**src/rtl/alu_pipe.sv**
```systemverilog
// -----------------------------------------------------------------------------
// alu_pipe -- registered ALU with a valid/ready handshake on both sides.
//
// Single-cycle ops (add, subtract in both operand orders, logic ops, pass-b,
// not-b) produce a registered result on the cycle after the transfer. With
// ALU_PIPE_MUL_EN defined, opcode 0011 is an unsigned shift-add multiply
// taking WIDTH BUSY cycles. Without the macro, 0011 is an illegal opcode and
// the multiply datapath does not exist.
//
// Ports
//   clk        in   sole clock, rising edge
//   rst_n      in   synchronous, active-low reset
//   in_valid   in   operation presented on a/b/operation
//   in_ready   out  operation can be accepted this cycle
//   a, b       in   WIDTH-bit operands
//   operation  in   4-bit opcode
//   out_valid  out  result/flags/illegal hold a valid result
//   out_ready  in   consumer takes the result
//   result     out  WIDTH-bit registered result
//   flags      out  registered {overflow, carry, negative, zero}
//   illegal    out  registered, accepted opcode was undefined
// -----------------------------------------------------------------------------
module alu_pipe #(
    parameter int WIDTH = 32
) (
    input  logic             clk,
    input  logic             rst_n,
    input  logic             in_valid,
    output logic             in_ready,
    input  logic [WIDTH-1:0] a,
    input  logic [WIDTH-1:0] b,
    input  logic [3:0]       operation,
    output logic             out_valid,
    input  logic             out_ready,
    output logic [WIDTH-1:0] result,
    output logic [3:0]       flags,
    output logic             illegal
);

    localparam logic [1:0] IDLE = 2'd0;
    localparam logic [1:0] BUSY = 2'd1;
    localparam logic [1:0] DONE = 2'd2;

    logic [1:0]       state_reg;
    logic [WIDTH-1:0] result_reg;
    logic [3:0]       flags_reg;
    logic             illegal_reg;
    logic             transfer;

    // Single-cycle datapath, evaluated on the live inputs and only
    // registered on a transfer.
    logic [WIDTH:0]   add_full;
    logic [WIDTH:0]   sub_ba;
    logic [WIDTH:0]   sub_ab;
    logic [WIDTH-1:0] alu_result_next;
    logic [3:0]       alu_flags_next;
    logic             alu_illegal_next;
    logic             alu_carry;
    logic             alu_ovf;

    assign in_ready  = (state_reg == IDLE) || ((state_reg == DONE) && out_ready);
    assign out_valid = (state_reg == DONE);
    assign transfer  = in_valid && in_ready;
    assign result    = result_reg;
    assign flags     = flags_reg;
    assign illegal   = illegal_reg;

    // The extra top bit of each subtraction is the borrow: it is set exactly
    // when the minuend is below the subtrahend as unsigned values.
    assign add_full = {1'b0, a} + {1'b0, b};
    assign sub_ba   = {1'b0, b} - {1'b0, a};
    assign sub_ab   = {1'b0, a} - {1'b0, b};

    always_comb begin
        alu_result_next  = '0;
        alu_carry        = 1'b0;
        alu_ovf          = 1'b0;
        alu_illegal_next = 1'b0;
        case (operation)
            4'b0000: begin
                alu_result_next = add_full[WIDTH-1:0];
                alu_carry       = add_full[WIDTH];
                alu_ovf         = (a[WIDTH-1] == b[WIDTH-1]) &&
                                  (add_full[WIDTH-1] != a[WIDTH-1]);
            end
            4'b0101: begin
                alu_result_next = sub_ba[WIDTH-1:0];
                alu_carry       = sub_ba[WIDTH];
                alu_ovf         = (b[WIDTH-1] != a[WIDTH-1]) &&
                                  (sub_ba[WIDTH-1] != b[WIDTH-1]);
            end
            4'b0110: begin
                alu_result_next = sub_ab[WIDTH-1:0];
                alu_carry       = sub_ab[WIDTH];
                alu_ovf         = (a[WIDTH-1] != b[WIDTH-1]) &&
                                  (sub_ab[WIDTH-1] != a[WIDTH-1]);
            end
            4'b1000: alu_result_next = a & b;
            4'b1001: alu_result_next = a | b;
            4'b1100: alu_result_next = a ^ b;
            4'b1101: alu_result_next = b;
            4'b1010: alu_result_next = a & ~b;
            4'b1011: alu_result_next = a | ~b;
            4'b1110: alu_result_next = a ^ ~b;
            4'b1111: alu_result_next = ~b;
            default: alu_illegal_next = 1'b1;
        endcase

        if (alu_illegal_next) begin
            alu_flags_next = 4'b0001;
        end else begin
            alu_flags_next = {alu_ovf, alu_carry, alu_result_next[WIDTH-1],
                              (alu_result_next == '0)};
        end
    end

`ifdef ALU_PIPE_MUL_EN
    // Shift-add multiplier: each BUSY cycle adds the shifted multiplicand
    // when the current multiplier LSB is set. The accumulator is 2*WIDTH
    // wide so the upper half is available for the carry flag.
    localparam int CNT_W = $clog2(WIDTH + 1);

    logic [CNT_W-1:0]   count_reg;
    logic [2*WIDTH-1:0] mcand_reg;
    logic [2*WIDTH-1:0] acc_reg;
    logic [WIDTH-1:0]   mplier_reg;
    logic [2*WIDTH-1:0] mul_sum;

    assign mul_sum = acc_reg + (mplier_reg[0] ? mcand_reg : '0);
`endif

    always_ff @(posedge clk) begin
        if (!rst_n) begin
            state_reg   <= IDLE;
            result_reg  <= '0;
            flags_reg   <= '0;
            illegal_reg <= 1'b0;
`ifdef ALU_PIPE_MUL_EN
            count_reg   <= '0;
            mcand_reg   <= '0;
            acc_reg     <= '0;
            mplier_reg  <= '0;
`endif
        end else begin
            case (state_reg)
                IDLE, DONE: begin
                    if (transfer) begin
`ifdef ALU_PIPE_MUL_EN
                        if (operation == 4'b0011) begin
                            state_reg  <= BUSY;
                            count_reg  <= '0;
                            mcand_reg  <= {{WIDTH{1'b0}}, a};
                            mplier_reg <= b;
                            acc_reg    <= '0;
                        end else
`endif
                        begin
                            state_reg   <= DONE;
                            result_reg  <= alu_result_next;
                            flags_reg   <= alu_flags_next;
                            illegal_reg <= alu_illegal_next;
                        end
                    end else if ((state_reg == DONE) && out_ready) begin
                        state_reg <= IDLE;
                    end
                end
                BUSY: begin
`ifdef ALU_PIPE_MUL_EN
                    acc_reg    <= mul_sum;
                    mcand_reg  <= mcand_reg << 1;
                    mplier_reg <= mplier_reg >> 1;
                    count_reg  <= count_reg + CNT_W'(1);
                    // The last iteration's sum is the full product.
                    if (count_reg == CNT_W'(WIDTH - 1)) begin
                        state_reg   <= DONE;
                        result_reg  <= mul_sum[WIDTH-1:0];
                        flags_reg   <= {1'b0, (mul_sum[2*WIDTH-1:WIDTH] != '0),
                                        mul_sum[WIDTH-1], (mul_sum[WIDTH-1:0] == '0)};
                        illegal_reg <= 1'b0;
                    end
`else
                    // Unreachable without the multiplier; recover to IDLE.
                    state_reg <= IDLE;
`endif
                end
                default: state_reg <= IDLE;
            endcase
        end
    end

endmodule

```
**config.mk**
```make
export PLATFORM = sky130hd
export DESIGN_NAME = alu_pipe
export DESIGN_NICKNAME = d
export VERILOG_FILES = /design/src/rtl/alu_pipe.sv
export SDC_FILE = /design/constraint.sdc
export NUM_CORES = 1
export LEC_CHECK = 0
export BUFFER_PORTS_ARGS = -buffer_cell sky130_fd_sc_hd__buf_2
export CELL_PAD_IN_SITES_DETAIL_PLACEMENT = 2
export CELL_PAD_IN_SITES_GLOBAL_PLACEMENT = 2
export CORE_ASPECT_RATIO = 2
export CORE_UTILIZATION = 37
export CTS_CLUSTER_DIAMETER = 30
export DETAILED_ROUTE_END_ITERATION = 8
export PLACE_DENSITY = 0.91
export REMOVE_ABC_BUFFERS = 1
export SETUP_SLACK_MARGIN = 0.05
export SLEW_MARGIN = 20
export SYNTH_ARGS = -nofsm -noshare
export SYNTH_HDL_FRONTEND = slang
export SYNTH_SLANG_ARGS = --single-unit
```
**constraint.sdc**
```tcl
create_clock -name clk -period 11 [get_ports clk]
set_input_delay 2.75 -clock clk [delete_from_list [all_inputs] [get_ports clk]]
set_output_delay 2.75 -clock clk [all_outputs]
set_load 0.01 [all_outputs]
```
==> results of run 1 <==
==> through the flow <==
step	setup slack, ps	area [µm²]	hold slack (ps)	total power [mW]	std cells
after floorplan	5200	8740	481	0.503	1239
after global placement	4100	9850	451	0.708	1699
after detailed placement	3830	9850	466	0.736	1699
after CTS	4060	10000	485	0.939	1707
after global routing	3680	10000	508	0.997	1707
final	3890	10000	477	0.962	1707
==> cell usage in the layout, fill, tap and decap left out, drive strengths merged, types with 5 or more instances in the layout <==
master     n
xor2      19
nand2     78
a222oi     7
nand2b    22
a211oi    52
a21oi    136
and2       9
and3       5
nand4     13
a211o      7
a21o      20
a221oi    18
o21a      13
o221ai    17
a22oi     10
o31ai     14
a2111oi    7
buf      128
inv      107
nor3      28
o211ai    33
a31oi     18
mux2i      9
nand3     32
nor4      12
o21ai     92
a221o     18
o21bai    21
ha        98
nor2b     18
dfxtp     38
xnor2     32
o211a      5
or2        8
nand3b     5
nor2     137
o22ai      8
a32oi      6
clkbuf     5
==> area by class of cell <==
class                           count  area share
Multi-Input combinational cell   1093       0.755
Sequential cell                    38      0.0757
Timing Repair Buffer              128      0.0683
Tap cell                          332      0.0414
Inverter                          108      0.0404
Clock buffer                        5      0.0125
Clock inverter                      3     0.00685
==> path summary, 6_finish.rpt <==
check / endpoint / slack, ps / start
max reg2reg: flags[0]$_SDFFE_PN0P_ / 7270 / state_reg[1]$_SDFFE_PN0P_
min reg2reg: result[31]$_SDFFE_PN0P_ / 480 / result[31]$_SDFFE_PN0P_
max: flags[2]$_SDFFE_PN0P_ / 3890 / b[0]
min: result[31]$_SDFFE_PN0P_ / 480 / result[31]$_SDFFE_PN0P_
==> per-layer routing <==
metal | part of all wire | vias up | GRT usage
li1 | - | 5030 | -
met1 | 0.31 | 5716 | 0.353
met2 | 0.51 | 578 | 0.746
met3 | 0.052 | 318 | 0.0598
met4 | 0.13 | 0 | 0.438
met5 | 0 | - | 0
==> critical path, cell delays in order <==
cell and delay, ps:
buf_2 140, inv_1 110, ha_1 170, inv_1 50
fa_1 450, a211oi_1 270, buf_4 210, o211ai_1 150
a211oi_1 410, nor2_1 190, a211oi_1 660, o21ai_0 300
a21oi_1 410, nor2b_1 90, a2111oi_0 520, a2111oi_0 140
a211oi_1 280
==> report_power, final <==
part           internal, mW  switching [mW]
logic                 0.188           0.411
clock network         0.131          0.0705
registers             0.150          0.0115
total                 0.469           0.493
==> cell families (layout without fill, tap and decap cells) <==
logic type,after synthesis,count (layout),share of synthesized area
muxes,13,13,0.0147
and+or+nand+nor,374,374,0.192
adders and majority gates,102,102,0.141
AOI/OAI and AO/OA,553,553,0.428
xor gates and xnor gates,51,51,0.0487
buffers and inverters,196,244,0.0923
DFF,38,38,0.0829
==> results.yml, run 1 <==
outcome:
  status: "completed"
synth:
  netlist_instances: 1327
  syn-cell-area_um2: 9180
  ys_seq_area_frac: 0.0829
  async_flop_share: 0
  synthTopCellsByArea: "ha_1 13%, dfxtp_1 8.3%, a21oi_1 7.1%"
  synth.top_cell.area_share: 0.134
  yosys.area.top_type: "ha_1"
  synth_most_common_cell: "nor2_1"
  yosys_warnings: 0
  avgSynthCellArea_um2: 6.92
  ys.flop_type: "dfxtp_1"
  synth_seq_cells: 38
  synth-edff-count: 0
  synthDistinctLibCells: 93
  synth_common_cells: "137 x nor2_1, 130 x a21oi_1, 102 x inv_1, 98 x ha_1, 88 x o21ai_0"
clocking:
  post_cts_buffers: 0
  cts_buffer_depth: 2
  ctsHtreeMaxLevel: 2
  clk_latency_ps: 300
  post_cts_resized: 0
  clk_pin_slew_ps: 70
  cts_root_buffer: "clkbuf_16"
  cts_hold_buffers: 0
  cts_tree: "done"
  clock-sinks: 38
  numCtsBuffers: 5
setup_path:
  crit_path_max_fanout: 5
  worst_setup_path_start_kind: "primary input"
  reg2reg_depth: 9
  path_class: "in -> reg"
  crit_arrival_ps: 7310
  end_kind: "register"
  cp_data_required_time_ps: 11200
layout:
  largest_reg_flops: 32
  drive_gt1_frac: 0.139
  n_fill_cell: 2950
  area_delta_synth_final_pct: 9.42
  fin_util: 0.411
  num_antenna_cells: 0
  seqCellArea_um2: 761
  multi_input_area_um2: 7580
  fin_nets: 1547
floorplan:
  start_util: 0.376
  num_rows: 81
  die-area_um2: 25500
  die_h_um: 225
  core_um2: 24400
  die_x_um: 113
  ios: 111
placed_design:
  place_hpwl_um: 40500
  io_buffers: 110
  gp_congestion: 1.00
global_route:
  grtUsageTotal: 0.405
  grt_pass1_vias: 12831
  grt_pass1_wl_um: 76900
  antenna_found_initial: 0
  grt_max_degree: 56
  grt-ovfl-total: 0
timing:
  hold_viol_final: 0
  rsz0062_at_grt: "no"
  min_period_ps: 7110
  tns_ps: 0
  period_share: 0.646
  tightestPinTransition_ps: 1300
  relSlewSlack: 0.124
  finalSetupViolCount: 0
  fmax_ghz: 0.141
  drv_slew: 0
  fin_skew_ps: 6.26
route:
  drcViolationCount: 0
  ant_nets: 0
  avgViaCountPerCell: 6.82
  via_count: 11642
  drtPass1Iterations: 8
  wl_per_cell_um: 30.5
  drtIter0Drc: 752
  wl_um: 52000
flow_run:
  cap_violations: 0
power_and_ir_drop:
  leakage_nw: 4.27
  ir_drop_mv: 0.0540
  power_density_nw_per_um2: 95.8
hold_path:
  hold_depth: 2
  hold_path_class: "reg -> reg"
Note: power is estimated with default switching activity, not from simulation.
==> inputs of run 2 (changes only) <==
--- a/config.mk
+++ b/config.mk
@@ -5,14 +5,15 @@
 export SDC_FILE = /design/constraint.sdc
 export NUM_CORES = 1
 export LEC_CHECK = 0
+export ABC_AREA = 1
 export BUFFER_PORTS_ARGS = -buffer_cell sky130_fd_sc_hd__buf_2
 export CELL_PAD_IN_SITES_DETAIL_PLACEMENT = 2
 export CELL_PAD_IN_SITES_GLOBAL_PLACEMENT = 2
 export CORE_ASPECT_RATIO = 2
-export CORE_UTILIZATION = 37
+export CORE_UTILIZATION = 28
 export CTS_CLUSTER_DIAMETER = 30
 export DETAILED_ROUTE_END_ITERATION = 8
-export PLACE_DENSITY = 0.91
+export PLACE_DENSITY = 0.82
 export REMOVE_ABC_BUFFERS = 1
 export SETUP_SLACK_MARGIN = 0.05
 export SLEW_MARGIN = 20
==> constraint.sdc (replaced) <==
create_clock -name clk -period 6.2 [get_ports clk]
set_input_delay 1.55 -clock clk [delete_from_list [all_inputs] [get_ports clk]]
set_output_delay 1.55 -clock clk [all_outputs]
set_load 0.01 [all_outputs]
==> run 2 against run 1 <==
- combinational power grew 87%
- sequential cell count is the same
- synthesized cell count grew 58%
- die area grew 55%
- utilization shrank 10 points
- sequential share of layout area shrank 1.1 points
- clock skew grew 2.6 ps
- largest power group unchanged
- highest routed layer unchanged
==> results.yml, run 2 <==
synth:
  synth-edff-count: 0
  yosys.area.top_type: "nand2_1"
  netlist_instances: 2097
  async_flop_share: 0
  ys.flop_type: "dfxtp_1"
  yosys_warnings: 0
  synthTopCellsByArea: "nand2_1 25%, inv_1 13%, ha_1 11%"
  synthDistinctLibCells: 47
  syn-cell-area_um2: 10800
  avgSynthCellArea_um2: 5.15
  synth.top_cell.area_share: 0.247
  synth_seq_cells: 38
  synth_most_common_cell: "nand2_1"
  synth_common_cells: "710 x nand2_1, 372 x inv_1, 207 x nand3_1, 179 x nor2_1, 107 x a21oi_1"
  ys_seq_area_frac: 0.0704
placed_design:
  gp_congestion: 1.01
  place_hpwl_um: 57700
  dp_slack_ps: 1260
  io_buffers: 110
setup_path:
  crit_path_max_fanout: 10
  r2r_slack_ps: 3320
  worstSetupStartpoint: "a[14]"
  crit_end: "result[31]$_SDFFE_PN0P_"
  cpMostUsedCell: "nand2_1"
  cp.depth: 15
  crit_chain: "buf_2, inv_1, ha_1, nand2_1, inv_1, nand2_1, nand2_1, a21oi_1, nand2_1, nand2_1, nand3_1, nand3_1, nand3b_1, o21ai_0, a21oi_1"
  r2r-start: "state_reg[1]$_SDFFE_PN0P_"
  cp_slowest_cell: "a21oi_1"
  rr_endpoint: "flags[3]$_SDFFE_PN0P_"
  reg2reg_depth: 8
  end_kind: "register"
  path_delay_family: "simple AND/OR/NAND/NOR gates"
  path_buf_inv: 3
  cpPeakStageDelay_ps: 790
  worst_setup_path_start_kind: "primary input"
  cp_data_required_time_ps: 6340
  crit_arrival_ps: 5020
  path_class: "in -> reg"
global_route:
  grt_max_degree: 33
  grt_pass1_vias: 16118
  grt_pass1_wl_um: 98400
  grtUsageTotal: 0.344
  antenna_found_initial: 0
  grt-ovfl-total: 0
power_and_ir_drop:
  clockPowerShare: 0.160
  power.switching_uw: 952
  power_mw: 1.67
  swShare: 0.570
  power_density_nw_per_um2: 141
  ir_drop_mv: 0.130
  power_frac_seq: 0.167
  leakage_nw: 6.77
  power_frac_comb: 0.673
  intPower_uw: 718
floorplan:
  start_util: 0.284
  num_rows: 101
  die-area_um2: 39400
  die_x_um: 141
  core_um2: 38000
  ios: 111
  die_h_um: 280
layout:
  num_antenna_cells: 0
  area_delta_synth_final_pct: 9.56
  largest_reg_flops: 32
  final_cell_mix: "710 x nand2_1, 372 x inv_1, 207 x nand3_1, 179 x nor2_1, 110 x buf_2"
  n_fill_cell: 5078
  layout_commonest_cell: "nand2_1"
  drive_gt1_frac: 0.0925
  fin_nets: 2335
timing:
  tns_ps: 0
  period_share: 0.788
  tightestPinTransition_ps: 1060
  fmax_ghz: 0.205
  hold_viol_final: 0
  layout_setup_ws_ps: 1320
  relSlewSlack: 0.283
  fin_skew_ps: 8.83
  drv_slew: 0
  rsz0062_at_grt: "no"
  min_period_ps: 4880
  finalSetupViolCount: 0
clocking:
  post_cts_resized: 0
  clock-sinks: 38
  post_cts_buffers: 0
  clk_latency_ps: 290
  cts_buffer_depth: 2
  cts_root_buffer: "clkbuf_16"
  cts_tree: "done"
  ctsHtreeMaxLevel: 2
  clk_pin_slew_ps: 60
  cts_hold_buffers: 0
  numCtsBuffers: 5
flow_run:
  cap_violations: 0
route:
  drtIter0Drc: 466
  drcViolationCount: 0
  wl_um: 67400
  avgViaCountPerCell: 5.32
  via_count: 14252
  drtPass1Iterations: 4
  wl_per_cell_um: 25.2
  ant_nets: 0
hold_path:
  hold_depth: 2
  hold_path_class: "reg -> reg"
outcome:
  status: "completed"
[run 2: layer usage]
layer | part of all wire | up-vias | global-route usage
met5 | 0 | - | 0
met4 | 0.13 | 0 | 0.376
met3 | 0.019 | 236 | 0.0253
met2 | 0.54 | 339 | 0.678
met1 | 0.31 | 7016 | 0.283
li1 | - | 6661 | -
[run 2: layout make-up]
| type | count | area (µm²) | area share |
|---|---|---|---|
| tap | 515 | 644 | 0.0545 |
| inverter | 389 | 1460 | 0.124 |
| clock buffer | 6 | 139 | 0.0117 |
| clock inverter | 2 | 12.5 | 0.00106 |
| multi-input combinational | 1609 | 8180 | 0.692 |
| timing repair buffer | 119 | 631 | 0.0533 |
| sequential | 38 | 761 | 0.0643 |
[run 2: worst min-delay path by stage]
stage / startpoint / end
6_report: flags[3]$_SDFFE_PN0P_ / flags[3]$_SDFFE_PN0P_
5_1_grt: flags[3]$_SDFFE_PN0P_ / flags[3]$_SDFFE_PN0P_
4_1_cts: flags[3]$_SDFFE_PN0P_ / flags[3]$_SDFFE_PN0P_
3_5_place_dp: flags[2]$_SDFFE_PN0P_ / flags[2]$_SDFFE_PN0P_
3_3_place_gp: flags[3]$_SDFFE_PN0P_ / flags[3]$_SDFFE_PN0P_
2_1_floorplan: flags[1]$_SDFFE_PN0P_ / flags[1]$_SDFFE_PN0P_
[run 2: cells by family (layout without fill, tap and decap cells)]
group / count (synthesis) / after routing / synth area share
and+or+nand+nor: 1219 / 1219 / 0.483
buffers and inverters: 450 / 516 / 0.172
AOI/OAI and AO/OA: 262 / 262 / 0.133
adders and majority gates: 101 / 101 / 0.119
DFF: 38 / 38 / 0.0704
xor gates and xnor gates: 27 / 27 / 0.0219
[run 2: stage by stage]
stage	util	instance area (µm²)	hold slack [ps]	std cells
after floorplan	-	10400	490	2036
after global placement	0.307	11700	454	2670
after detailed placement	0.307	11700	464	2670
after CTS	0.311	11800	481	2678
after global routing	0.311	11800	520	2678
final	0.311	11800	482	2678
[run 2: worst register-to-register path: cells and delay by family (launching register included)]
kind	cells	cell delay [ps]
compound gates	2	130
flops	1	330
buf+inv	2	1320
simple gates	4	960
[run 2: power groups by stage]
| stage | Sequential, mW | Clock [mW] | Combinational (mW) |
|---|---|---|---|
| after floorplan | 0.289 | 0 | 0.616 |
| after global placement | 0.281 | 0 | 1.06 |
| after detailed placement | 0.282 | 0 | 1.10 |
| after CTS | 0.278 | 0.268 | 1.11 |
| after global routing | 0.279 | 0.277 | 1.21 |
| final | 0.278 | 0.267 | 1.12 |
